[src/rtl/nand_pkg.sv]
// Shared constants for the NAND command/address-phase transmitter.
package nand_pkg;

  localparam int ROW_W = 17;

  localparam logic [7:0] OP_READ1  = 8'h00;
  localparam logic [7:0] OP_READ2  = 8'h30;
  localparam logic [7:0] OP_PROG   = 8'h80;
  localparam logic [7:0] OP_ERASE1 = 8'h60;
  localparam logic [7:0] OP_ERASE2 = 8'hD0;

  localparam logic [1:0] CON_NOP   = 2'b00;
  localparam logic [1:0] CON_READ  = 2'b01;
  localparam logic [1:0] CON_PROG  = 2'b10;
  localparam logic [1:0] CON_ERASE = 2'b11;

  typedef logic [2:0] state_t;

  localparam state_t ST_IDLE    = 3'd0;
  localparam state_t ST_CMD1    = 3'd1;
  localparam state_t ST_ADDR    = 3'd2;
  localparam state_t ST_CMD2    = 3'd3;
  localparam state_t ST_WB      = 3'd4;
  localparam state_t ST_WAIT_RB = 3'd5;
  localparam state_t ST_DONE    = 3'd6;

  // Erase addresses a whole block, so the page field is forced to zero.
  function automatic logic [ROW_W-1:0] row_of(input logic [1:0]  con,
                                               input logic [10:0] blk,
                                               input logic [5:0]  pg);
    return {blk, (con == CON_ERASE) ? 6'd0 : pg};
  endfunction

endpackage

[src/rtl/nand_we_timer.sv]
// Per-bus-cycle WE# timer: TWP clocks low phase, then TWH clocks high phase.
module nand_we_timer
  import nand_pkg::*;
#(
  parameter int unsigned TWP = 2,
  parameter int unsigned TWH = 2
) (
  input  logic i_clk,
  input  logic i_rst_n,
  input  logic i_run,
  output logic o_we_phase,
  output logic o_cycle_end
);

  localparam int          CW   = $clog2(TWP + TWH + 1);
  localparam logic [CW-1:0] LOAD = CW'(TWP + TWH - 1);
  localparam logic [CW-1:0] THI  = CW'(TWH);

  logic [CW-1:0] r_cnt;

  // Down-counter reloads at terminal count so bus cycles run back-to-back.
  always_ff @(posedge i_clk or negedge i_rst_n) begin
    if (!i_rst_n)                      r_cnt <= LOAD;
    else if (!i_run || r_cnt == '0)    r_cnt <= LOAD;
    else                               r_cnt <= r_cnt - 1'b1;
  end

  assign o_we_phase  = i_run && (r_cnt >= THI);
  assign o_cycle_end = i_run && (r_cnt == '0);

endmodule

[src/rtl/nand_cmd_addr_tx.sv]
// NAND command/address-phase transmitter (read, program, erase).
//
// state      | meaning
// -----------+------------------------------------------------
// IDLE       | waiting for add_vail with a non-zero mode
// CMD1       | first opcode bus cycle (cle=1)
// ADDR       | address bus cycles, counter 0..4 (0..2 erase)
// CMD2       | confirm opcode bus cycle (read/erase only)
// WB         | fixed TWB-clock wait before looking at R/B#
// WAIT_RB    | hold until synchronized R/B# reports ready
// DONE       | one-clock completion pulse
module nand_cmd_addr_tx
  import nand_pkg::*;
#(
  parameter int unsigned TWP = 2,
  parameter int unsigned TWH = 2,
  parameter int unsigned TWB = 4
) (
  input  logic        i_clk,
  input  logic        i_rst_n,
  input  logic        i_add_vail,
  input  logic [1:0]  i_con,
  input  logic [5:0]  i_page_address,
  input  logic [10:0] i_block_address,
  input  logic        i_rb_n,
  output logic [7:0]  o_io_out,
  output logic        o_io_oe,
  output logic        o_cle,
  output logic        o_ale,
  output logic        o_we_n,
  output logic        o_busy,
  output logic        o_done
);

  localparam int           WBW     = $clog2(TWB + 1);
  localparam logic [WBW-1:0] WB_LOAD = WBW'(TWB - 1);

  state_t             r_state;
  logic [1:0]         r_con;
  logic [ROW_W-1:0]   r_row;
  logic [2:0]         r_addr_cnt;
  logic [WBW-1:0]     r_wb_cnt;
  logic               r_rb_meta;
  logic               r_rb_sync;

  logic               w_run;
  logic               w_we_phase;
  logic               w_cycle_end;
  logic               w_accept;
  logic [2:0]         w_addr_last;
  logic [2:0]         w_addr_idx;
  logic [7:0]         w_addr_byte;

  assign w_run       = (r_state == ST_CMD1) || (r_state == ST_ADDR) || (r_state == ST_CMD2);
  assign w_accept    = (r_state == ST_IDLE) && i_add_vail && (i_con != CON_NOP);
  assign w_addr_last = (r_con == CON_ERASE) ? 3'd2 : 3'd4;
  // Erase skips the two column cycles, so its counter maps onto the row slots.
  assign w_addr_idx  = (r_con == CON_ERASE) ? (r_addr_cnt + 3'd2) : r_addr_cnt;

  nand_we_timer #(
    .TWP (TWP),
    .TWH (TWH)
  ) u_we_timer (
    .i_clk       (i_clk),
    .i_rst_n     (i_rst_n),
    .i_run       (w_run),
    .o_we_phase  (w_we_phase),
    .o_cycle_end (w_cycle_end)
  );

  // Two-flop synchronizer for the asynchronous R/B# pin.
  always_ff @(posedge i_clk or negedge i_rst_n) begin
    if (!i_rst_n) begin
      r_rb_meta <= 1'b0;
      r_rb_sync <= 1'b0;
    end else begin
      r_rb_meta <= i_rb_n;
      r_rb_sync <= r_rb_meta;
    end
  end

  // Address byte select: C1, C2, R1, R2, R3.
  always_comb begin
    w_addr_byte = 8'h00;
    case (w_addr_idx)
      3'd2:    w_addr_byte = r_row[7:0];
      3'd3:    w_addr_byte = r_row[15:8];
      3'd4:    w_addr_byte = {7'b0, r_row[16]};
      default: w_addr_byte = 8'h00;
    endcase
  end

  // Sequencer: capture in IDLE, step bus cycles on timer terminal count.
  always_ff @(posedge i_clk or negedge i_rst_n) begin
    if (!i_rst_n) begin
      r_state    <= ST_IDLE;
      r_con      <= CON_NOP;
      r_row      <= '0;
      r_addr_cnt <= '0;
      r_wb_cnt   <= '0;
    end else begin
      case (r_state)
        ST_IDLE: begin
          if (w_accept) begin
            r_con      <= i_con;
            r_row      <= row_of(i_con, i_block_address, i_page_address);
            r_addr_cnt <= '0;
            r_state    <= ST_CMD1;
          end
        end
        ST_CMD1: begin
          if (w_cycle_end) r_state <= ST_ADDR;
        end
        ST_ADDR: begin
          if (w_cycle_end) begin
            if (r_addr_cnt == w_addr_last)
              r_state <= (r_con == CON_PROG) ? ST_DONE : ST_CMD2;
            else
              r_addr_cnt <= r_addr_cnt + 3'd1;
          end
        end
        ST_CMD2: begin
          if (w_cycle_end) begin
            r_state  <= ST_WB;
            r_wb_cnt <= WB_LOAD;
          end
        end
        ST_WB: begin
          if (r_wb_cnt == '0) r_state <= ST_WAIT_RB;
          else                r_wb_cnt <= r_wb_cnt - 1'b1;
        end
        ST_WAIT_RB: begin
          if (r_rb_sync) r_state <= ST_DONE;
        end
        ST_DONE: r_state <= ST_IDLE;
        default: r_state <= ST_IDLE;
      endcase
    end
  end

  // Pin drive decoded from state; bus-cycle values only change with the state.
  always_comb begin
    o_io_out = 8'h00;
    o_io_oe  = 1'b0;
    o_cle    = 1'b0;
    o_ale    = 1'b0;
    case (r_state)
      ST_CMD1: begin
        o_io_oe  = 1'b1;
        o_cle    = 1'b1;
        o_io_out = (r_con == CON_READ) ? OP_READ1 :
                   (r_con == CON_PROG) ? OP_PROG  : OP_ERASE1;
      end
      ST_ADDR: begin
        o_io_oe  = 1'b1;
        o_ale    = 1'b1;
        o_io_out = w_addr_byte;
      end
      ST_CMD2: begin
        o_io_oe  = 1'b1;
        o_cle    = 1'b1;
        o_io_out = (r_con == CON_ERASE) ? OP_ERASE2 : OP_READ2;
      end
      default: ;
    endcase
  end

  assign o_we_n = ~w_we_phase;
  assign o_busy = (r_state != ST_IDLE);
  assign o_done = (r_state == ST_DONE);

endmodule
[config.mk]
export PLATFORM = sky130hd
export DESIGN_NAME = nand_cmd_addr_tx
export DESIGN_NICKNAME = d
export VERILOG_FILES = /design/src/rtl/nand_pkg.sv /design/src/rtl/nand_we_timer.sv /design/src/rtl/nand_cmd_addr_tx.sv
export SDC_FILE = /design/constraint.sdc
export NUM_CORES = 1
export LEC_CHECK = 0
export BUFFER_PORTS_ARGS = -buffer_cell sky130_fd_sc_hd__buf_4
export CAP_MARGIN = 20
export CORE_AREA = 2 2 92 68
export CTS_BUF_LIST = sky130_fd_sc_hd__clkbuf_8
export DETAILED_ROUTE_END_ITERATION = 8
export DIE_AREA = 0 0 94 70
export PLACE_DENSITY_LB_ADDON = 0.2
export REMOVE_ABC_BUFFERS = 1
export SYNTH_ARGS = -nofsm -noshare
export SYNTH_HDL_FRONTEND = slang
export SYNTH_SLANG_ARGS = --single-unit
[constraint.sdc]
create_clock -name i_clk -period 1.74 [get_ports i_clk]
set_input_delay 0.087 -clock i_clk [delete_from_list [all_inputs] [get_ports i_clk]]
set_output_delay 0.087 -clock i_clk [all_outputs]
set_load 0.005 [all_outputs]
==> results by group <==
Outcome
  • Outcome: finished with violations
  • Failing checks: setup timing

Route
  • Initial DRT Pass Iterations: 4
  • Vias per std cell: 4.87
  • Drt wl/cell: between 10 and 15 um
  • Residual DRC count: 0
  • 1st-iter DRT viols: 46
  • Final wirelength: 4.47 mm
  • Routed vias: 1573
  • Post-route ant nets: 0

Power
  • Pwr Total: 4260 uW
  • VDD IR max: 0.000594 V
  • Leak Pwr: 0.00119 uW
  • Internal: 2610 uW
  • Seq pwr share: 0.326
  • Sw Share: 0.388
  • P_sw: 1650 uW
  • Pwr dens: 1620 nW/um^2
  • Clock power share: 0.129
  • Combinational share of power: 0.544

CTS
  • H-Tree Level Count: 2
  • Clock-pin slew on the worst setup and hold paths: 70 ps
  • Clock sinks: 33
  • Num CTS Buffers: 5
  • TritonCTS clock tree: done
  • Root Buffer: clkbuf_8
  • Worst-Skew Late Latency: 280 ps
  • Deepest clock path buffer count: 2

Worst setup path
  • Worst reg2reg path depth: 6
  • Critical path fanouts, max: 3
  • CP arrival: about 1800 ps
  • WS Path Type: reg2out
  • CP endpoint kind: primary output
  • Critical Path RT: 1650 ps
  • CP Launch Type: flop

Floorplanning
  • Starting Density: 0.328
  • Die Area: approximately 6600 um^2
  • Die Ht: 70 um
  • Die Span X: 94 um
  • # rows: 24
  • # IOs: 37
  • Core Footprint: 5860 um^2

Yosys
  • Synth warn: 0
  • Dominant cells by area after synthesis: dfrtp_1 (40%), ha_1 (6.5%), mux2i_1 (5.2%)
  • Post-synth top area cell: dfrtp_1
  • Yosys cell types: 40
  • Cells after Synth: 191
  • Mapped Area: 1920 um^2
  • Flops & latches, synth: 33
  • Synthesized area per cell: 10.1 um^2
  • Sequential fraction of the synthesis area: 0.431
  • Share of the synthesized area in the top cell type: 0.403

GRT
  • Total GRT Usage: 0.145
  • Vias in the first global route: 1535
  • Largest net degree at the start of global routing: 34
  • Grt ovf: 0
  • Antenna violations before repair: 0
  • First-pass GRT wire length: between 7 and 8 mm

Final layout
  • Commonest non-fill, non-tap cell in the layout: buf_4
  • Synth-to-layout area growth: 36.4%
  • Commonest cells after routing, fill and taps aside: buf_4 (46), dfrtp_1 (28), nand2_1 (22), inv_1 (11)
  • Ant diodes: 0
  • Layout cells sized above 1: 0.408
  • Fin nets: 277

Worst hold path
  • Hold-critical path depth: 2
  • HP Class: in2reg

Timing
  • Hold Violations, Final: 0
  • RSZ-0062 raised after global routing: yes
  • Pins Over Slew Limit: 0
  • Setup-failing EPs final: 4
  • Measured slew at the worst slew-check pin: between 600 and 700 ps
  • Final Critical Period: between 1500 and 2000 ps
  • Max_slew headroom: 0.555
  • Setup TNS: -179 ps
  • Final worst slack: -160 ps
  • Fin crit share: 1.09
  • Layout Skew: 8.46 ps
  • Timing-limited maximum frequency: 0.526 GHz

Placed design
  • Dpl ws: 33.2 ps
  • GPL Wtd Cong: slightly above 0.8
  • IO Port Bufs: 36
  • DPL Wire Length: approximately 3.2 mm

Flow run
  • Max-cap viol count: 0
-- synth_stat cells --
library cell and number:
a21oi_1 7, inv_1 12, xor2_1 1, nand3b_1 2, a22o_1 2, a21o_1 1, nand2_1 23, nand2b_1 6
mux2_4 6, o221ai_1 5, ha_1 10, nand3_1 3, or3_1 1, nor4b_1 1, dfrtp_1 31, clkbuf_1 2
o31ai_1 3, or2_2 1, nor4b_4 1, buf_2 4, mux2_2 5, nor2b_1 6, o41ai_1 1, a31o_2 1
a31oi_1 4, nor3b_1 3, or4bb_1 1, xnor2_1 1, o2bb2ai_1 1, nor2_1 14, buf_6 1, buf_1 1
nor3b_2 1, dfstp_2 2, o21ai_2 1, nor3_1 2, mux2i_1 10, o311ai_2 1, o22ai_1 4, o21ai_0 9
-- repair_timing --
action | 4_1_cts | 5_1_grt
cloned | 0 | 0
hold buffers | 2 | 0
setup buffers | 6 | 1
hold endpoints to repair | 32 | 0
pin swaps | 3 | 11
endpoints found under the setup margin | 8 | 13
gates resized for setup | 10 | 30
-- cells by family after synthesis --
logic type | after synthesis | share of synthesized area
AO/OA/AOI/OAI | 40 | 0.142
XOR/XNOR | 2 | 0.00911
adder cells (fa/ha/maj) | 10 | 0.0651
buffers and inverters | 20 | 0.0455
flip-flops | 33 | 0.431
multiplexers | 21 | 0.128
AND/OR/NAND/NOR | 65 | 0.180
-- routing by layer --
metal | global-route usage | wire (um) | up-vias
met1 | 0.220 | 2350 | 756
met3 | 0.0399 | 214 | 4
met5 | 0 | 0 | -
met4 | 0.0354 | 27 | 0
met2 | 0.202 | 1880 | 39
li1 | - | - | 774
-- power groups by stage --
stage / combinational [uW] / clock, uW / sequential, uW
3_5_place_dp: 1880 / 0 / 1400
3_3_place_gp: 1870 / 0 / 1390
4_1_cts: 2080 / 574 / 1370
5_1_grt: 2560 / 611 / 1440
6_report: 2320 / 551 / 1390
2_1_floorplan: 1170 / 0 / 1380
-- cell type report --
class | instances | area (um^2)
Clock buffer | 5 | 68.8
Clock inverter | 3 | 13.8
Fill cell | 577 | 3230
Inverter | 12 | 45.0
Multi-Input combinational cell | 138 | 1130
Sequential cell | 33 | 832
Tap cell | 78 | 97.6
Timing Repair Buffer | 54 | 433
-- worst max-delay path, cell delays in order, from the launching register on --
cell     delay, ps
dfrtp_1        410
ha_4           190
or4bb_1        470
o31ai_1         80
o21ai_1         80
o22ai_1        170
buf_4          140
-- registers in the layout, summed over array words and instances (netlist names) --
| register | flops |
|---|---|
| r_con | 2 |
| r_rb_meta | 1 |
| u_we_timer.r_cnt | 3 |
| r_addr_cnt | 3 |
| r_rb_sync | 1 |
| r_row | 17 |
| r_wb_cnt | 3 |
| r_state | 3 |
-- final timing paths --
path	end	startpoint	slack (ps)
setup / recovery	o_io_out[0]	r_con[1]$_DFFE_PN0P_	-160
hold / removal	r_row[0]$_DFFE_PN0P_	i_page_address[0]	30
setup reg to reg	r_addr_cnt[2]$_DFFE_PN0P_	r_con[0]$_DFFE_PN0P_	-20
hold reg to reg	r_rb_sync$_DFF_PN0_	r_rb_meta$_DFF_PN0_	350
max in group asynchronous	u_we_timer.r_cnt[0]$_DFF_PN1_	i_rst_n	1110
min in group asynchronous	r_wb_cnt[2]$_DFFE_PN0P_	i_rst_n	300
-- metrics by stage --
step	utilization	area [um^2]	std cells	hold WS, ps
6_report	0.448	2620	323	26.6
5_1_grt	0.448	2620	323	25.6
4_1_cts	0.428	2510	323	16.1
3_5_place_dp	0.397	2320	307	67.5
3_3_place_gp	0.397	2320	307	65.7
2_1_floorplan	-	1880	183	-209
No activity file was read; power rests on OpenSTA's default activity.
